<file path="src/rtl/branch_resolve_unit_pkg.sv">
// Shared branch definitions: condition codes and resolver FSM encoding,
// also used by the ID-stage control decode.
package branch_resolve_unit_pkg;

  localparam logic [4:0] BR_BEQ = 5'b01000;
  localparam logic [4:0] BR_BNE = 5'b01001;
  localparam logic [4:0] BR_BLT = 5'b01010;
  localparam logic [4:0] BR_BGE = 5'b01011;
  localparam logic [4:0] BR_BAL = 5'b01100;

  typedef enum logic [1:0] {
    ST_IDLE     = 2'd0,
    ST_REDIRECT = 2'd1,
    ST_SQUASH   = 2'd2
  } br_state_e;

endpackage

</file>
<file path="src/rtl/branch_cond_eval.sv">
// Combinational branch condition evaluator: compares operands per the
// condition code and flags codes that are not branch conditions.
module branch_cond_eval
  import branch_resolve_unit_pkg::*;
#(
  parameter int DATA_W = 32
) (
  input  logic [DATA_W-1:0] a_i,
  input  logic [DATA_W-1:0] b_i,
  input  logic [4:0]        code_i,
  output logic              taken_o,
  output logic              bad_code_o
);

  logic signed [DATA_W-1:0] a_s;
  logic signed [DATA_W-1:0] b_s;

  assign a_s = a_i;
  assign b_s = b_i;

  always_comb begin
    taken_o    = 1'b0;
    bad_code_o = 1'b0;
    case (code_i)
      BR_BEQ:  taken_o = (a_i == b_i);
      BR_BNE:  taken_o = (a_i != b_i);
      BR_BLT:  taken_o = (a_s < b_s);
      BR_BGE:  taken_o = (a_s >= b_s);
      BR_BAL:  taken_o = 1'b1;
      default: bad_code_o = 1'b1;
    endcase
  end

endmodule

</file>
<file path="src/rtl/branch_resolve_unit.sv">
// Execute-stage branch resolver: registered one-cycle redirect/flush pulse,
// followed by a squash window that ignores wrong-path branches.
module branch_resolve_unit
  import branch_resolve_unit_pkg::*;
#(
  parameter int PC_W          = 8,
  parameter int DATA_W        = 32,
  parameter int SQUASH_CYCLES = 2,
  parameter int CNT_W         = 16
) (
  input  logic              clk,
  input  logic              rst,
  input  logic              ID_EX_Branch,
  input  logic [4:0]        ID_EX_ALUOp,
  input  logic [PC_W-1:0]   ID_EX_PC,
  input  logic [DATA_W-1:0] ID_EX_ReadData1,
  input  logic [DATA_W-1:0] ID_EX_ReadData2,
  input  logic [DATA_W-1:0] ID_EX_SignExtImm,
  output logic              BranchTaken,
  output logic [PC_W-1:0]   BranchTarget,
  output logic              FlushIF_ID,
  output logic              FlushID_EX,
  output logic              BadCond,
  output logic [CNT_W-1:0]  TakenCount
);

  localparam int SQ_W = (SQUASH_CYCLES > 2) ? $clog2(SQUASH_CYCLES) : 1;
  localparam logic [SQ_W-1:0] SQ_LOAD = SQ_W'(SQUASH_CYCLES - 1);

  function automatic logic [CNT_W-1:0] sat_inc(input logic [CNT_W-1:0] v);
    return (&v) ? v : v + CNT_W'(1);
  endfunction

  br_state_e        state_q, state_d;
  logic [SQ_W-1:0]  sq_cnt_q, sq_cnt_d;
  logic             taken_q, taken_d;
  logic [PC_W-1:0]  target_q, target_d;
  logic             bad_q, bad_d;
  logic [CNT_W-1:0] cnt_q, cnt_d;

  logic             cond_taken;
  logic             cond_bad;
  logic [PC_W-1:0]  target_sum;

  branch_cond_eval #(
    .DATA_W (DATA_W)
  ) u_cond (
    .a_i        (ID_EX_ReadData1),
    .b_i        (ID_EX_ReadData2),
    .code_i     (ID_EX_ALUOp),
    .taken_o    (cond_taken),
    .bad_code_o (cond_bad)
  );

  // Only the low PC_W bits of the offset matter; the sum wraps modulo 2^PC_W.
  assign target_sum = ID_EX_PC + ID_EX_SignExtImm[PC_W-1:0];

  generate
    if (DATA_W > PC_W) begin : g_imm_hi
      logic unused_imm_hi;
      assign unused_imm_hi = ^ID_EX_SignExtImm[DATA_W-1:PC_W];
    end
  endgenerate

  always_comb begin
    state_d  = state_q;
    sq_cnt_d = sq_cnt_q;
    taken_d  = 1'b0;
    target_d = target_q;
    bad_d    = bad_q;
    cnt_d    = cnt_q;
    case (state_q)
      ST_IDLE: begin
        if (ID_EX_Branch) begin
          if (cond_bad) begin
            bad_d = 1'b1;
          end else if (cond_taken) begin
            state_d  = ST_REDIRECT;
            taken_d  = 1'b1;
            target_d = target_sum;
            cnt_d    = sat_inc(cnt_q);
          end
        end
      end
      ST_REDIRECT: begin
        sq_cnt_d = SQ_LOAD;
        state_d  = (SQUASH_CYCLES > 1) ? ST_SQUASH : ST_IDLE;
      end
      ST_SQUASH: begin
        sq_cnt_d = sq_cnt_q - SQ_W'(1);
        if (sq_cnt_q <= SQ_W'(1)) begin
          state_d = ST_IDLE;
        end
      end
      default: state_d = ST_IDLE;
    endcase
  end

  always_ff @(posedge clk or negedge rst) begin
    if (!rst) begin
      state_q  <= ST_IDLE;
      sq_cnt_q <= '0;
      taken_q  <= 1'b0;
      target_q <= '0;
      bad_q    <= 1'b0;
      cnt_q    <= '0;
    end else begin
      state_q  <= state_d;
      sq_cnt_q <= sq_cnt_d;
      taken_q  <= taken_d;
      target_q <= target_d;
      bad_q    <= bad_d;
      cnt_q    <= cnt_d;
    end
  end

  assign BranchTaken  = taken_q;
  assign FlushIF_ID   = taken_q;
  assign FlushID_EX   = taken_q;
  assign BranchTarget = target_q;
  assign BadCond      = bad_q;
  assign TakenCount   = cnt_q;

endmodule

</file>
<file path="config.mk">
export PLATFORM = sky130hd
export DESIGN_NAME = branch_resolve_unit
export DESIGN_NICKNAME = d
export VERILOG_FILES = /design/src/rtl/branch_resolve_unit_pkg.sv /design/src/rtl/branch_cond_eval.sv /design/src/rtl/branch_resolve_unit.sv
export SDC_FILE = /design/constraint.sdc
export NUM_CORES = 1
export LEC_CHECK = 0
export CELL_PAD_IN_SITES_DETAIL_PLACEMENT = 1
export CELL_PAD_IN_SITES_GLOBAL_PLACEMENT = 2
export CORE_ASPECT_RATIO = 2
export CORE_MARGIN = 1.5
export CORE_UTILIZATION = 29
export DETAILED_ROUTE_END_ITERATION = 10
export DONT_BUFFER_PORTS = 1
export PLACE_DENSITY_LB_ADDON = 0.05
export SLEW_MARGIN = 10
export SYNTH_ARGS = -nofsm -noshare
export SYNTH_HDL_FRONTEND = slang
export SYNTH_SLANG_ARGS = --single-unit
</file>
<file path="constraint.sdc">
create_clock -name clk -period 2.45 [get_ports clk]
set_input_delay 0.3675 -clock clk [delete_from_list [all_inputs] [get_ports clk]]
set_output_delay 0.3675 -clock clk [all_outputs]
set_load 0.02 [all_outputs]
</file>
* Word-level counts from Yosys, hierarchy flattened *
Cells that the tools add are included.

storage, ports and cells
  ROM bits = 0
  memories kept = 0
  memory bits (writable) = 0
  logic and storage cells = 46
  input bits = 112
  register bits after elaboration = 29
  latch bits = 0

operators by class
  magnitude comparators = 3
  reduce and logical (&&, ||, !) cells = 8
  bitwise logic cells = 2
  add/sub/neg operators = 3
  multipliers = 0
  equality and inequality tests = 13
  divide/modulo/power cells = 0
  shift-type cells = 0
  mux-type cells = 11

operator list
  cell                   number
  $eq 32x32->1           1
  $ge 32x32->1           1
  $lt 32x32->1           1
  $ne 32x32->1           1
  $eq 5x4->1 const B     5
  $add 16x1->16 const B  1
  $reduce_and 16->1      1
  $add 8x8->8            1
  $mux 2                 4
  $ne 2x2->1 const B     4
  $reduce_and 4->1       2
  $pmux 2 s3             1
  $pmux 1 s5             1
  $reduce_and 5->1       1
  $reduce_or 5->1        1
  $mux 1                 4
  $reduce_and 3->1       1
  $eq 2x1->1 const B     1
  $eq 2x2->1 const B     1
  $logic_not 2->1        1
  $not 1->1              2
  $pmux 1 s2             1
  $reduce_bool 2->1      1
  $le 1x1->1 const B     1
  $sub 1x1->1 const B    1

* Longest topological paths before layout *
  depth after elaboration = 6
  gate-level depth with buffers = 12
  depth with buffers taken out = 10

* By module *
Synthesis repeated with hierarchy kept, for this count alone.

second synthesis, totals
  cells, all modules = 269
  area, all modules = 2,456.1 µm²

modules (own cells, without submodules)
  module               cells each  area an instance (µm²)  instances
  branch_resolve_unit  141         1,534.0                 1
  branch_cond_eval     128         922.1                   1

* Worst setup path after synthesis *
OpenSTA, ideal clock, no wires.

  kind = input to register
  start point = input ID_EX_ReadData2[11]
  end point = register target_q[0], in the netlist BranchTarget[0]
  data arrival time = 2.434 ns
  slack = -0.109 ns
  stages = 10
  path through = inv_1 ha_1 nand4_1 nor2_1 a221o_1 o31a_1 o22ai_1 mux2i_1 buf_2 mux2_2

on the way
  cells in the longest elaborated chain, start to end = 3
  elaborated cells between the ends (all ways) = 6
  those cells by class = 2 x order compare; 2 x eq/ne; 1 x mux; 1 x reduce/logical

RTL lines
  element                                     line                        source
  from (decl)                                 branch_resolve_unit.sv:17   input logic [DATA_W-1:0] ID_EX_ReadData2,
  $ge 32x32->1, or another cell as far along  branch_cond_eval.sv:28      BR_BGE: taken_o = (a_s >= b_s);
  $pmux 1 s5 *                                branch_cond_eval.sv:24      case (code_i)
  $reduce_and 4->1 (no line) *                n/a
  to (signal assigned)                        branch_resolve_unit.sv:111  target_q <= target_d;
  to (decl)                                   branch_resolve_unit.sv:37   logic [PC_W-1:0] target_q, target_d;

Mark *: on every way between the ends. The rest lies on a longest branch, timed or not.
A chain may end at the register's enable or synchronous reset.

* Worst setup path in the final report *
  start point = input ID_EX_ReadData1[14]
  end point = register target_q[0], in the netlist BranchTarget[0]

on the way
  cells in the longest elaborated chain, start to end = 3
  elaborated cells between the ends (all ways) = 6
  those cells by class = 2 x order compare; 2 x eq/ne; 1 x mux; 1 x reduce/logical

RTL lines
  element                                     line                       source
  from (decl)                                 branch_resolve_unit.sv:16  input logic [DATA_W-1:0] ID_EX_ReadData1,
  $ge 32x32->1, or another cell as far along  branch_cond_eval.sv:28
  $pmux 1 s5 *                                branch_cond_eval.sv:24
  $reduce_and 4->1 (no line) *                n/a

Marked as above.

==> results.ini <==
[pwr]
p_per_area_nw_per_um2=484
pwr-share-seq_pct=47.3
clkPwrFrac_pct=26.7
p_total_mw=1.55
internal-power_mw=1.01
vdd_ir_drop_max_v=0.000408
p_leak_nw=1.48
p_comb_share_pct=26.0
p_switching_mw=0.536
swShare_pct=34.6

[place]
placement.cell_area_um2=2770
place_inst=372
dpl.hpwl_um=5260
portBuffers=0
place.gp.congestion=0.712

[status]
outcome=finished, final reports clean

[global_route]
overflow=0
grt_pass1_wl_um=9850
grt_max_degree=29
antenna_found_initial=0
grt_util_all_layers_pct=14.3
grt_pass1_vias=2156

[yosys]
syn_area_um2=2410
postSynthAreaPerCell_um2=9.06
synth_edf_count=0
ys_types=42
async_flop_share_pct=100
yosysWarnings=0
synth_seq_cells=28
synthFlopType=dfrtp_1
syn_inst=266
syn_nets=419
seq_area_frac_synth_pct=29.1

[drt]
ant_nets=0
drtPass1Iterations=4
first_iter_violations=39
num_vias=1994
via_per_inst=5.22
routedWlPerCell_um=16.8
drc=0
drt_wl_total_um=6400

[layout]
final_common_cell=dfrtp_1
post-route-cell-area_um2=3200
final_cell_mix=28 x dfrtp_1, 26 x inv_1, 23 x ha_1
fin_nets=440
drive_gt1_share_pct=30.4
instances_no_fill=382
syn2layout_area_growth_pct=32.9
n_antenna_cell=0

[clock_tree]
htreeDepth=1
root_buffer=clkbuf_16
clock_sinks=28
cts_buffer_depth=2
insertion_delay_ps=270
path_clk_slew_ps=70
cts_tree=yes
cts_inserted_buffers=3

[setup_path]
worstSetupPathType=in2reg
reg2reg_slack_ps=260
arrival_ps=2600
r2r_cells=6
crit_path_end_kind=flop
startpoint_type=input port
crit_required_ps=2600
critPathMaxFanout=7
rr_startpoint=TakenCount[3]
reg2reg_to=TakenCount[15]

[timing]
setup_viol=0
min_period_over_period_pct=99.7
clock.fmax_mhz=409
hold_viol=0
rsz0062_at_grt=true
timing.max_slew.rel_slack_pct=63.0
layout_min_cycle_time_ps=2440
drv_slew=0
skew_ps=4.38
worstMarginPinSlew_ps=556

[floorplan]
io-pin-count=140
core_area_um2=8000
die_area_um2=8900
die_h_um=132
num_rows=46
initial_core_util_pct=30.1
die_w_um=67.5

[worst_hold_path]
hp-class=in2reg
whs_endpoint=BranchTarget[7]
hold_depth=3
min_from=ID_EX_PC[7]

[flow_run]
timing.max_cap.violations=0

-- power groups by stage --
stage / Combinational, mW / Clock (mW) / Sequential (mW)
final: 0.403 / 0.414 / 0.732
after global routing: 0.461 / 0.448 / 0.749
after CTS: 0.388 / 0.433 / 0.739
after detailed placement: 0.352 / 0 / 0.747
after global placement: 0.339 / 0 / 0.746
after floorplan: 0.266 / 0 / 0.711
-- cell usage after synthesis (all sizes together), types with 3 or more instances --
| cell type | number | area, um^2 |
|---|---|---|
| xnor2 | 4 | 35.0 |
| dfrtp | 28 | 701 |
| mux2 | 4 | 45.0 |
| nor2 | 7 | 26.3 |
| a21o | 6 | 45.0 |
| nand4 | 9 | 62.6 |
| ha | 40 | 500 |
| xor2 | 17 | 149 |
| buf | 5 | 32.5 |
| nand3 | 10 | 50.1 |
| o21ai | 13 | 65.1 |
| nand2 | 22 | 82.6 |
| nor2b | 3 | 18.8 |
| nor4 | 8 | 109 |
| nor3 | 6 | 30.0 |
| inv | 40 | 150 |
| a21oi | 19 | 95.1 |
-- stage by stage --
step,util [%],setup TNS (ps),hold WS [ps],setup WS [ps]
after floorplan,-,-43.3,71.9,-8.34
after global placement,34.6,-7100,72.7,-372
after detailed placement,34.6,-8050,72.7,-391
after CTS,37.7,-10.2,381,-7.80
after global routing,40.0,-1000,417,-100
final,40.0,0,378,6.48
-- sequential cells by signal, summed over array words and instances (netlist names) --
register / cells
TakenCount: 16
BranchTarget: 8
state_q: 2
BadCond: 1
BranchTaken: 1
-- final cells by class --
type                            instances  area [um^2]
Fill cell                             881         4800
Multi-Input combinational cell        192         1910
Sequential cell                        28          701
Timing Repair Buffer                   22          226
Inverter                               40          158
Tap cell                               96          120
Clock buffer                            4         88.8
-- worst max path at each step --
stage                              from         endpoint  depth (start not counted)
global route         ID_EX_ReadData2[7]  BranchTarget[3]                         10
global placement    ID_EX_ReadData2[22]   TakenCount[15]                         12
floorplan           ID_EX_ReadData2[19]    TakenCount[4]                         11
finish              ID_EX_ReadData1[14]  BranchTarget[0]                          9
detailed placement   ID_EX_ReadData2[7]    TakenCount[1]                         10
CTS                  ID_EX_ReadData2[6]    TakenCount[4]                         13
-- logic make-up after synthesis --
logic type               count (synthesis)  synth area share, %
AND/OR/NAND/NOR                         77                 19.7
AO/OA/AOI/OAI                           48                 11.9
buffers and inverters                   46                 7.74
adder cells (fa/ha/maj)                 41                 21.6
flip-flops                              28                 29.1
XOR/XNOR                                21                 7.63
multiplexers                             5                 2.28
-- per-layer routing --
metal  vias up  GRT usage (%)  part of all wire, %  wire (um)
met3         5           2.22                  5.9        377
met5         -              0                    0          0
li1        964              -                    -          -
met2        66           28.6                   61       3920
met1       959           13.6                   31       2010
met4         0           4.76                  1.5         94
-- critical path, cell delays in order --
cell and delay [ps]:
ha_4 230, a21oi_2 110, nand2_1 80, a221o_1 350, o31a_1 320, o22ai_2 170
mux2i_4 440, clkbuf_16 230, mux2_4 300
-- repair_timing --
item / in CTS / in global routing
buffers inserted: 1 / 2
gates cloned: 0 / 1
pin swaps: 5 / 18
setup endpoints to repair: 21 / 25
resized for setup: 14 / 28
hold endpoints to repair: 28 / 0
hold buffers: 2 / 0
No activity file was read; power rests on OpenSTA's default activity.
